## src/rtl/cp0_regfile.sv

```systemverilog
// MIPS CP0 register file: SR, Cause, EPC, PRId, exception/interrupt entry.
// Define CP0_TIMER_EN to add Count/Compare and the timer interrupt on IP[15].
module cp0_regfile #(
  parameter logic [31:0] PRID_VALUE = 32'h0000_2020
) (
  input  logic        clk,
  input  logic        reset_n,
  input  logic [4:0]  A1,
  input  logic [4:0]  A2,
  input  logic [31:0] DIn,
  input  logic        WE,
  input  logic        ExcReq,
  input  logic [31:0] EPCIn,
  input  logic        BDIn,
  input  logic [4:0]  ExcCodeIn,
  input  logic [5:0]  HWInt,
  input  logic        EXLClr,
  output logic        IntReq,
  output logic [31:0] EPCOut,
  output logic [31:0] DOut
);

  logic [5:0]  im;
  logic        exl;
  logic        ie;
  logic        bd;
  logic [5:0]  ip;
  logic [4:0]  exccode;
  logic [31:0] epc;
  logic        tpend;
  logic [5:0]  hw_eff;
  logic        take;
  logic        wr;
  logic        wr_sr;
  logic        wr_epc;

  assign hw_eff = HWInt | {tpend, 5'b0};
  assign IntReq = (|(hw_eff & im)) & ie & ~exl;
  assign take   = IntReq | (ExcReq & ~exl);

  // A taken exception/interrupt swallows any mtc0 in the same cycle
  assign wr     = WE & ~take;
  assign wr_sr  = wr & (A2 == 5'd12);
  assign wr_epc = wr & (A2 == 5'd14);

  assign EPCOut = epc;

  always_ff @(posedge clk) begin
    if (!reset_n) begin
      im      <= '0;
      exl     <= 1'b0;
      ie      <= 1'b0;
      bd      <= 1'b0;
      ip      <= '0;
      exccode <= '0;
      epc     <= '0;
    end else begin
      ip <= hw_eff;
      if (take) begin
        exl     <= 1'b1;
        epc     <= EPCIn;
        bd      <= BDIn;
        exccode <= IntReq ? 5'd0 : ExcCodeIn;
      end else begin
        if (wr_sr) begin
          im  <= DIn[15:10];
          exl <= DIn[1];
          ie  <= DIn[0];
        end
        if (wr_epc)
          epc <= DIn;
        if (EXLClr)
          exl <= 1'b0;
      end
    end
  end

`ifdef CP0_TIMER_EN
  logic [31:0] count;
  logic [31:0] compare;
  logic        wr_cnt;
  logic        wr_cmp;

  assign wr_cnt = wr & (A2 == 5'd9);
  assign wr_cmp = wr & (A2 == 5'd11);

  always_ff @(posedge clk) begin
    if (!reset_n) begin
      count   <= '0;
      compare <= '0;
      tpend   <= 1'b0;
    end else begin
      count <= wr_cnt ? DIn : count + 32'd1;
      if (wr_cmp)
        compare <= DIn;
      if (wr_cmp)
        tpend <= 1'b0;
      else if (count == compare && compare != '0)
        tpend <= 1'b1;
    end
  end
`else
  assign tpend = 1'b0;
`endif

  always_comb begin
    DOut = '0;
    case (A1)
      5'd12: DOut = {16'h0, im, 8'h0, exl, ie};
      5'd13: DOut = {bd, 15'h0, ip, 3'h0, exccode, 2'h0};
      5'd14: DOut = epc;
      5'd15: DOut = PRID_VALUE;
`ifdef CP0_TIMER_EN
      5'd9:  DOut = count;
      5'd11: DOut = compare;
`endif
      default: DOut = '0;
    endcase
  end

endmodule

```

## config.mk

```make
export PLATFORM = sky130hd
export DESIGN_NAME = cp0_regfile
export DESIGN_NICKNAME = d
export VERILOG_FILES = /design/src/rtl/cp0_regfile.sv
export SDC_FILE = /design/constraint.sdc
export NUM_CORES = 1
export LEC_CHECK = 0
export CAP_MARGIN = 20
export CELL_PAD_IN_SITES_DETAIL_PLACEMENT = 0
export CELL_PAD_IN_SITES_GLOBAL_PLACEMENT = 1
export CORE_ASPECT_RATIO = 1.25
export CORE_MARGIN = 3
export CORE_UTILIZATION = 39
export CTS_CLUSTER_DIAMETER = 100
export CTS_CLUSTER_SIZE = 28
export DETAILED_ROUTE_END_ITERATION = 6
export DONT_BUFFER_PORTS = 1
export PLACE_DENSITY = 0.7
export SLEW_MARGIN = 25
export SYNTH_ARGS = -nofsm -noshare
export SYNTH_HDL_FRONTEND = slang
export SYNTH_SLANG_ARGS = --single-unit
```

## constraint.sdc

```tcl
create_clock -name clk -period 1.6 [get_ports clk]
set_input_delay 0.32 -clock clk [delete_from_list [all_inputs] [get_ports clk]]
set_output_delay 0.32 -clock clk [all_outputs]
set_load 0.01 [all_outputs]
```

==> results.md, run 1 <==
- Area delta synth->final: 10.5%
- Nets: about 370
- Worst Path Required: about 1300 ps
- Worst VDD drop: 0.291 mV
- Period utilisation layout: 0.979
- Total core area: around 6200 µm²
- Dpl hpwl: roughly 5.2 mm
- Number of synthesized register bits: 52
- Number of flops mapped to enable cells by yosys: 0
- List of most frequent post-synthesis cells: 52 x dfxtp_1, 47 x mux2i_1, 33 x a21oi_1, 33 x o21ai_0, 19 x and3_1
- PD cells: 889 nW/µm²
- Compound-gate portion of the synthesized area: 0.209
- Max Clock Freq: 638 MHz
- Overall power: roughly 2.5 mW
- Sequential share of power: 0.590
- Post-synthesis mux area share: 0.185
- P_leak: 1.28 nW
- Synth Cell Area: ~2500 µm²
- Xor and xnor fraction of the mapped netlist area: 0
- Simple-gate portion of the synthesized area: 0.134
- Gr usage total: 0.176
- Initial antenna violation count: 1
- Syn nets: 370
- Num Clock Sinks: 52
- Pre-CTS WS: -58.4 ps
- Register area share after synthesis: 0.410
- Synth area leaders: dfxtp_1 41%, mux2i_1 19%, a21oi_1 6.5%
- CP Data Arrival Time: 1250 ps
- Post-route cell area: 2810 µm²
- Final setup fails: 0
- Largest family of logic cells by synthesized area: compound AO/OA/AOI/OAI gates
- Slew Viols, Final: 0
- Hold buffer count at CTS: 0
- Io pins: 156
- Routability cong.: between 0.7 and 0.8
- RSZ-0062 raised after global routing: true
- Clock power frac: 0.319
- Sw Pwr: 0.658 mW
- Main flop type after synthesis: dfxtp_1
- Slew @ Worst Pin: 343 ps
- Final core occ: 0.450
- Syn Inst Count: 279
- Clock-pin transition on the worst setup and hold timing paths: 100 ps
- Critical Path End Type: output port
- Drt pass-1 iters: 4
- Routed len/inst: a little under 20 µm
- Switching share of power: 0.263
- Max_cap viols: 0
- IO buf count: 0
- Crit Path Category: input pin to output port
- CP Launch Type: input pin
- Die Wd: 78.2 µm
- Synth Area in Adders: 0
- Internal: between 1.5 and 2 mW
- Worst-Skew Late Latency: 310 ps
- Post-synth top area share: 0.410
- Status: finished, final reports clean
- Final Critical Period: approximately 1600 ps
- Post-synth ARST share: 0
- Vias in the first global route: just under 2000
- Crit Path Max Fanout: 5
- Comb pwr share: 0.091
- Share of layout cells above drive strength 1: 0.151
- Routed Antenna Nets: 0
- Fin. Hold Viols: 0
- Clk buf depth: 2
- Max-slew headroom: 0.769
- Min-Delay Path Class: input pin to register
- Setup Skew: 11.1 ps
- Cell with the most instances after synthesis: dfxtp_1
- Mapped Avg Cell Area: 9.11 µm²
- DR vias: approximately 2100
- CTS buffer count: 5
- Initial core utilization: 0.407
- Yosys top cell by area: dfxtp_1
- Final Hold Slack: roughly 120 ps
- 1st-iter DRT viols: between 80 and 90
- DRC Markers: 0
- H-tree depth: 2
- GRT overflow: 0
- Die Y: between 90 and 100 µm
- Largest net degree at the start of global routing: 56
- Vias per cell: 5.64
- CTS tree: done
- Placed instance area: between 2000 and 3000 µm²
- Final wirelength: 7.09 mm
- Yosys cell types: 29
- Setup ws final: ~34 ps
- Rows: 32
- First-pass GRT wire length: 10.2 mm
- Die area: 7530 µm²
- Yosys warnings: 0
- Root buf cell: clkbuf_8
==> layout make-up <==
type	count	area [µm²]
clock buffer	6	82.6
inverter	4	15.0
sequential	52	1050
antenna	1	2.50
multi-input combinational	198	1390
tap	85	106
clock inverter	2	15.0
fill	647	3440
timing repair buffer	16	153
==> worst paths after layout <==
kind,start,end,slack (ps),cells after the start
min reg2reg,im[4]$_SDFFE_PN0P_,im[4]$_SDFFE_PN0P_,490,2
min,reset_n,exl$_SDFFE_PN0P_,120,2
max,A1[4],DOut[15],30,6
max reg2reg,im[4]$_SDFFE_PN0P_,ie$_SDFFE_PN0P_,150,5
==> logic make-up (layout without fill, tap and decap cells) <==
family	count (synthesis)	count (layout)
compound gates	91	91
buf+inv	29	28
flops	52	52
mux	47	47
other cells	0	1
simple gates	60	60
==> power by group through the flow <==
stage / clock (mW) / combinational (mW) / sequential (mW)
2_1_floorplan: 0 / 0.208 / 1.48
3_3_place_gp: 0 / 0.217 / 1.50
3_5_place_dp: 0 / 0.225 / 1.50
4_1_cts: 0.825 / 0.227 / 1.47
5_1_grt: 0.875 / 0.260 / 1.48
6_report: 0.797 / 0.228 / 1.47
==> critical path, cell delays in order <==
cell	delay, ps
and3b_2	250
nor2b_4	180
and2_4	160
buf_6	120
o2bb2ai_2	90
buf_4	130
==> stage by stage <==
stage | cells | TNS, ps
after detailed placement | 352 | -164
after CTS | 360 | 0
after floorplan | 279 | 0
after global routing | 364 | -7.69
final | 364 | 0
after global placement | 352 | -29.1
==> flip-flops by register name (all words and copies together) (netlist names) <==
name / flops
bd: 1
EPCOut: 32
ie: 1
im: 6
ip: 6
exccode: 5
exl: 1
==> metal layers <==
layer	part of all wire	vias up	global-route usage
li1	-	1010	-
met1	0.40	935	0.201
met2	0.50	100	0.309
met3	0.088	8	0.0581
met4	0.015	0	0.0612
met5	0	-	0
==> layout by cell type, fill, tap and decap left out, drive strengths merged <==
| cell | count |
|---|---|
| o21bai | 1 |
| and2 | 8 |
| o2bb2ai | 5 |
| a22o | 5 |
| nor2b | 5 |
| a21oi | 33 |
| nand3 | 1 |
| a31oi | 1 |
| and4bb | 1 |
| inv | 4 |
| a41o | 1 |
| a22oi | 8 |
| dfxtp | 52 |
| mux2i | 47 |
| o21ai | 35 |
| nand3b | 2 |
| clkinvlp | 2 |
| nor2 | 7 |
| a311oi | 1 |
| and3 | 19 |
| nand2 | 14 |
| nand2b | 1 |
| a32oi | 1 |
| buf | 16 |
| or3b | 1 |
| and3b | 1 |
| clkbuf | 6 |
| diode | 1 |
==> repair_timing <==
| action | CTS | global route |
|---|---|---|
| pin swaps | 1 | 3 |
| setup endpoints to repair | 12 | 14 |
| resized for setup | 12 | 5 |
| setup buffers | 0 | 3 |
Note: power is estimated with default switching activity, not from simulation.
==> inputs of run 2 (changes only) <==
==> constraint.sdc (replaced) <==
create_clock -name clk -period 1.32 [get_ports clk]
set_input_delay 0.264 -clock clk [delete_from_list [all_inputs] [get_ports clk]]
set_output_delay 0.264 -clock clk [all_outputs]
set_load 0.01 [all_outputs]
==> run 2 against run 1 <==
The flow now finishes with violations (negative setup slack); sequential share of layout area decreased by 8.0 points; routed wire length increased by 13%; non-clock buffer count increased by 28; sequential cell count unchanged; total power increased by 43%; die area unchanged; combinational power increased by 130%; highest routed layer unchanged.
==> results.md, run 2 (synthesis gave the netlist of run 1 again) <==
- CTS tree: done (unchanged)
- Vias in the first global route: 2309 (was 1943)
- Fin. Hold Viols: 0 (unchanged)
- Final setup fails: 72 (was 0)
- CP peak stage delay: 340 ps (was 250 ps)
- Die area: 7530 µm² (unchanged)
- Share of layout cells above drive strength 1: 0.408 (was 0.151)
- Status: finished with violations (was finished, final reports clean)
- Initial antenna violation count: 0 (was 1)
- Final Critical Period: approximately 1500 ps
- Drt pass-1 iters: 4 (unchanged)
- Vias per cell: 5.73 (was 5.64)
- Final wirelength: 7.98 mm (was 7.09 mm)
- Critical Path End Type: output port (unchanged)
- Gr usage total: 0.203 (was 0.176)
- Die Y: 96.3 µm (unchanged)
- Register area: 1050 µm² (about the same)
- GRT overflow: 0 (unchanged)
- Setup Skew: 7.95 ps (was 11.1 ps)
- CP Launch Type: register (was input pin)
- Failing checks: negative setup slack
- Ant diodes: 0 (was 1)
- Area delta synth->final: 41.2% (was 10.5%)
- Clk buf depth: 2 (unchanged)
- Setup ws final: -180 ps (was 33.7 ps)
- Worst Path Required: 1060 ps (was 1280 ps)
- Io pins: 156 (unchanged)
- Num Clock Sinks: 52 (unchanged)
- Die Wd: 78.2 µm (unchanged)
- PD cells: 993 nW/µm² (was 889 nW/µm²)
- Period utilisation layout: 1.14
- Slew @ Worst Pin: 282 ps (was 343 ps)
- Crit Path Category: register to output port (was input pin to output port)
- Most frequent cells in the layout: 46 x dfxtp_1, 46 x mux2i_1, 24 x a21oi_1, 16 x buf_4 (was 48 x dfxtp_1, 47 x mux2i_1, 33 x o21ai_0, 33 x a21oi_1, 19 x and3_1)
- Slew Viols, Final: 0 (unchanged)
- Dpl hpwl: 5.27 mm (was 5.23 mm)
- Crit-path cells: a22oi_2 > a311oi_2 > buf_4 (was and3b_2 > nor2b_4 > and2_4 > buf_6 > o2bb2ai_2 > buf_4)
- Rows: 32 (unchanged)
- Routed len/inst: 20.4 µm (was 19.5 µm)
- CP Data Arrival Time: 1240 ps (was 1250 ps)
- P_leak: 1.57 nW (was 1.28 nW)
- 1st-iter DRT viols: 47 (was 83)
- H-tree depth: 2 (unchanged)
- Max-slew headroom: 0.807 (was 0.769)
- Min-Delay Path Class: input pin to register (unchanged)
- Worst-Skew Late Latency: 300 ps (was 310 ps)
- Total core area: 6250 µm² (unchanged)
- Final core occ: 0.575 (was 0.450)
- First-pass GRT wire length: 12.0 mm (was 10.2 mm)
- Routed Antenna Nets: 0 (unchanged)
- Max_cap viols: 0 (unchanged)
- Crit Path Max Fanout: 2 (was 5)
- DRC Markers: 0 (unchanged)
- Worst VDD drop: 0.471 mV (was 0.291 mV)
- Routability cong.: 0.734 (was 0.756)
- Critical path's slowest cell: dfxtp_2 (was and3b_2)
- Number of fillers in the final layout: 570 (was 647)
- Clock-pin transition on the worst setup and hold timing paths: 90 ps (was 100 ps)
- Initial core utilization: 0.407 (unchanged)
- Max Clock Freq: 667 MHz
- Nets: 397 (was 368)
- Multi-input logic area: 1680 µm² (was 1390 µm²)
- IO buf count: 0 (unchanged)
- RSZ-0062 raised after global routing: true (unchanged)
- Overall power: 3.56 mW (was 2.50 mW)
- CTS buffer count: 5 (unchanged)
- DR vias: 2242 (was 2053)
- Root buf cell: clkbuf_8 (unchanged)
- Largest net degree at the start of global routing: 56 (unchanged)
- Max reg flops: 32 (unchanged)
[run 2: changes by cell type in the layout (fill, tap and decap cells not counted), sizes merged]
| cell | delta |
|---|---|
| and2 | +1 |
| buf | +28 |
| diode | -1 |
| clkbuf | -1 |
| bufinv | +2 |
| clkinvlp | -2 |
[run 2: final timing paths]
path                           startpoint                 endpoint  slack, ps  depth (start not counted)
setup / recovery       im[1]$_SDFFE_PN0P_                   IntReq       -180                          3
hold / removal                    reset_n  EPCOut[14]$_SDFFE_PN0P_         70                          2
setup reg to reg       im[4]$_SDFFE_PN0P_  EPCOut[18]$_SDFFE_PN0P_       -170                          7
hold reg to reg   exccode[3]$_SDFFE_PN0P_  exccode[3]$_SDFFE_PN0P_        500                          2
[run 2: layout make-up]
| cell class | instances | area share |
|---|---|---|
| clock buffers | 5 | 0.0192 |
| clock inverters | 2 | 0.0167 |
| inverters | 4 | 0.00418 |
| multi-input cells | 199 | 0.467 |
| flip-flops and latches | 52 | 0.292 |
| well taps | 85 | 0.0296 |
| repair buffers | 44 | 0.171 |
[run 2: layer usage]
metal  vias to the layer above  routed length (µm)  global-route usage
li1                       1072                   -                   -
met1                      1074                3130               0.233
met2                        90                4140               0.371
met3                         6                 654              0.0637
met4                         0                  57              0.0394
met5                         -                   0                   0
[run 2: worst max-delay path, delay by kind of cell (launching register included)]
family | cells | cell delay (ps)
AOI/OAI and AO/OA | 2 | 410
buffers and inverters | 1 | 180
DFF | 1 | 340
[run 2: where the power goes]
part,leakage (nW),internal [mW],switching [mW]
registers,0.431,1.67,0.117
logic,1.07,0.306,0.224
clock network,0.0642,0.746,0.502
[run 2: stage by stage]
stage | hold slack, ps | TNS [ps] | instances | cell area (µm²) | worst slack (ps)
3_5_place_dp | 385 | -7450 | 366 | 2760 | -198
3_3_place_gp | 383 | -6480 | 366 | 2760 | -164
6_report | 65.8 | -7390 | 391 | 3590 | -180
5_1_grt | 55.6 | -12020 | 391 | 3590 | -248
4_1_cts | 50.9 | -6050 | 391 | 3520 | -220
2_1_floorplan | 386 | -4040 | 279 | 2570 | -149
[run 2: what timing repair did]
action	CTS	global route
buffers inserted	10	4
hold buffers	0	0
resized for setup	112	15
endpoints found under the setup margin	73	78
cloned	8	0
pin swaps	15	10
==> inputs of run 3 (changes only) <==
--- a/config.mk
+++ b/config.mk
@@ -15,7 +15,9 @@
 export CTS_CLUSTER_SIZE = 28
 export DETAILED_ROUTE_END_ITERATION = 6
 export DONT_BUFFER_PORTS = 1
+export MAX_ROUTING_LAYER = met4
 export PLACE_DENSITY = 0.7
+export RECOVER_POWER = 25
 export SLEW_MARGIN = 25
 export SYNTH_ARGS = -nofsm -noshare
 export SYNTH_HDL_FRONTEND = slang
==> run 3 against run 2 <==
The run still ends with negative setup slack left; clock power is essentially flat; via count shrank 0.18%; hold slack is essentially flat; critical endpoint unchanged; final cell count grew 0.26%; global-route usage grew 0.60 points.
==> results.md, run 3 (synthesis gave the netlist of run 1 again) <==
- IO buf count: 0 (unchanged)
- Final non-filler cell total: 392 (was 391)
- First-pass GRT wire length: 12.0 mm (about the same)
- Most frequent cells in the layout: 46 x dfxtp_1, 46 x mux2i_1, 24 x a21oi_1, 19 x and3_4, 16 x buf_4 (was 46 x dfxtp_1, 46 x mux2i_1, 24 x a21oi_1, 16 x buf_4)
- H-tree depth: 2 (unchanged)
- RSZ-0062 raised after global routing: true (unchanged)
- Routability cong.: 0.743 (was 0.734)
- Pre-CTS WS: -198 ps (unchanged)
- PD cells: 984 nW/µm² (was 993 nW/µm²)
- Final setup fails: 72 (unchanged)
- Nets: 398 (was 397)
- Slew Viols, Final: 0 (unchanged)
- Hold Path Origin: reset_n (unchanged)
- Dpl hpwl: 5.27 mm (unchanged)
- R2r setup slk: -160 ps (was -170 ps)
- Worst-Skew Late Latency: 300 ps (about the same)
- Max-slew headroom: 0.802 (was 0.807)
- Gr usage total: 0.209 (was 0.203)
- CP Data Arrival Time: 1240 ps (about the same)
- Hold endpoint: EPCOut[14]$_SDFFE_PN0P_ (unchanged)
- Die area: 7530 µm² (unchanged)
- 1st-iter DRT viols: 56 (was 47)
- CP Launch Type: register (unchanged)
- Crit Path Max Fanout: 2 (unchanged)
- Largest net degree at the start of global routing: 56 (unchanged)
- Max_cap viols: 0 (unchanged)
- P_leak: 1.57 nW (about the same)
- Min-Delay Path Class: input pin to register (unchanged)
- Clock-pin transition on the worst setup and hold timing paths: 90 ps (about the same)
- Root buf cell: clkbuf_8 (unchanged)
- Failing checks: negative setup slack (unchanged)
- Worst VDD drop: 0.471 mV (about the same)
- Total core area: 6250 µm² (unchanged)
- Drt pass-1 iters: 4 (unchanged)
- Critical Path End Type: output port (unchanged)
- Setup Skew: 6.81 ps (was 7.95 ps)
- Period utilisation layout: 1.14 (about the same)
- Initial antenna violation count: 0 (unchanged)
- Worst r2r path cells: 7 (unchanged)
- Final wirelength: 8.17 mm (was 7.98 mm)
- Clk buf depth: 2 (unchanged)
- Placed instance count: 366 (unchanged)
- GRT overflow: 0 (unchanged)
- Setup ws final: -180 ps (about the same)
- Ant diodes: 0 (unchanged)
- Final core occ: 0.583 (was 0.575)
- Slew @ Worst Pin: 289 ps (was 282 ps)
- Vias per cell: 5.71 (was 5.73)
- Io pins: 156 (unchanged)
- Initial core utilization: 0.407 (unchanged)
- Worst setup startpoint: im[1]$_SDFFE_PN0P_ (unchanged)
- DRC Markers: 0 (unchanged)
- Crit Path Category: register to output port (unchanged)
- CTS tree: done (unchanged)
- Die Wd: 78.2 µm (unchanged)
- Max Clock Freq: 667 MHz (about the same)
- RR Startpoint: im[4]$_SDFFE_PN0P_ (unchanged)
- Routed Antenna Nets: 0 (unchanged)
- Final Critical Period: 1500 ps (about the same)
- CTS buffer count: 5 (unchanged)
- Status: finished with violations (unchanged)
- WHS Path Cells: 2 (unchanged)
- Worst Path Required: 1060 ps (about the same)
- Die Y: 96.3 µm (unchanged)
- Worst reg2reg endpoint: EPCOut[18]$_SDFFE_PN0P_ (unchanged)
- Share of layout cells above drive strength 1: 0.427 (was 0.408)
- Rows: 32 (unchanged)
- Routed len/inst: 20.8 µm (was 20.4 µm)
- Max reg flops: 32 (unchanged)
- Vias in the first global route: 2313 (was 2309)
- Area delta synth->final: 43.2% (was 41.2%)
- Num Clock Sinks: 52 (unchanged)
- DR vias: 2238 (was 2242)
- Fin. Hold Viols: 0 (unchanged)
==> run 3: changes by cell type in the layout (fill, tap and decap cells not counted) <==
cell | previous run | this run
and3_1 | 5 | 0
and3_4 | 14 | 19
clkbuf_16 | 0 | 1
==> run 3: layer usage <==
metal | track usage | part of all wire | vias to the layer above
li1 | - | - | 1072
met1 | 0.239 | 0.39 | 1069
met2 | 0.371 | 0.52 | 91
met3 | 0.0543 | 0.082 | 6
met4 | 0.0394 | 0.0070 | 0
met5 | - | 0 | -
==> run 3: where the power goes <==
part / switching [mW] / internal, mW
Combinational: 0.226 / 0.311
Clock: 0.510 / 0.746
Sequential: 0.117 / 1.67
==> run 3: through the flow <==
| stage | area (µm²) | hold WS (ps) | power (mW) | TNS, ps |
|---|---|---|---|---|
| finish | 3640 | 65.4 | 3.58 | -7270 |
| global route | 3640 | 56.6 | 3.74 | -12190 |
| CTS | 3520 | 50.9 | 3.60 | -6050 |
| detailed placement | 2760 | 385 | 2.12 | -7450 |
| global placement | 2760 | 383 | 2.11 | -6480 |
| floorplan | 2570 | 386 | 2.05 | -4040 |
==> run 3: cell type report <==
type                    instances  area [µm²]
flip-flops and latches         52        1050
clock inverters                 2        60.1
fillers                       563        2610
multi-input cells             199        1700
inverters                       4        15.0
repair buffers                 45         639
well taps                      85         106
clock buffers                   5        68.8
==> run 3: critical path, cell delays in order, from the launching register on <==
cell and delay, ps:
dfxtp_2 340, a22oi_2 80, a311oi_2 330, buf_4 180
==> run 3: timing repair <==
item / CTS / global route
cloned: 8 / 1
hold buffers: 0 / 0
resized for setup: 112 / 20
buffers inserted: 10 / 4
pin swaps: 15 / 14
endpoints found under the setup margin: 73 / 78
endpoints found under the hold margin: 0 / 0
==> run 3: worst max path at each step <==
stage	slack, ps	endpoint
after floorplan	-150	DOut[2]
after global placement	-160	DOut[15]
after detailed placement	-200	DOut[15]
after CTS	-220	IntReq
after global routing	-250	IntReq
final	-180	IntReq
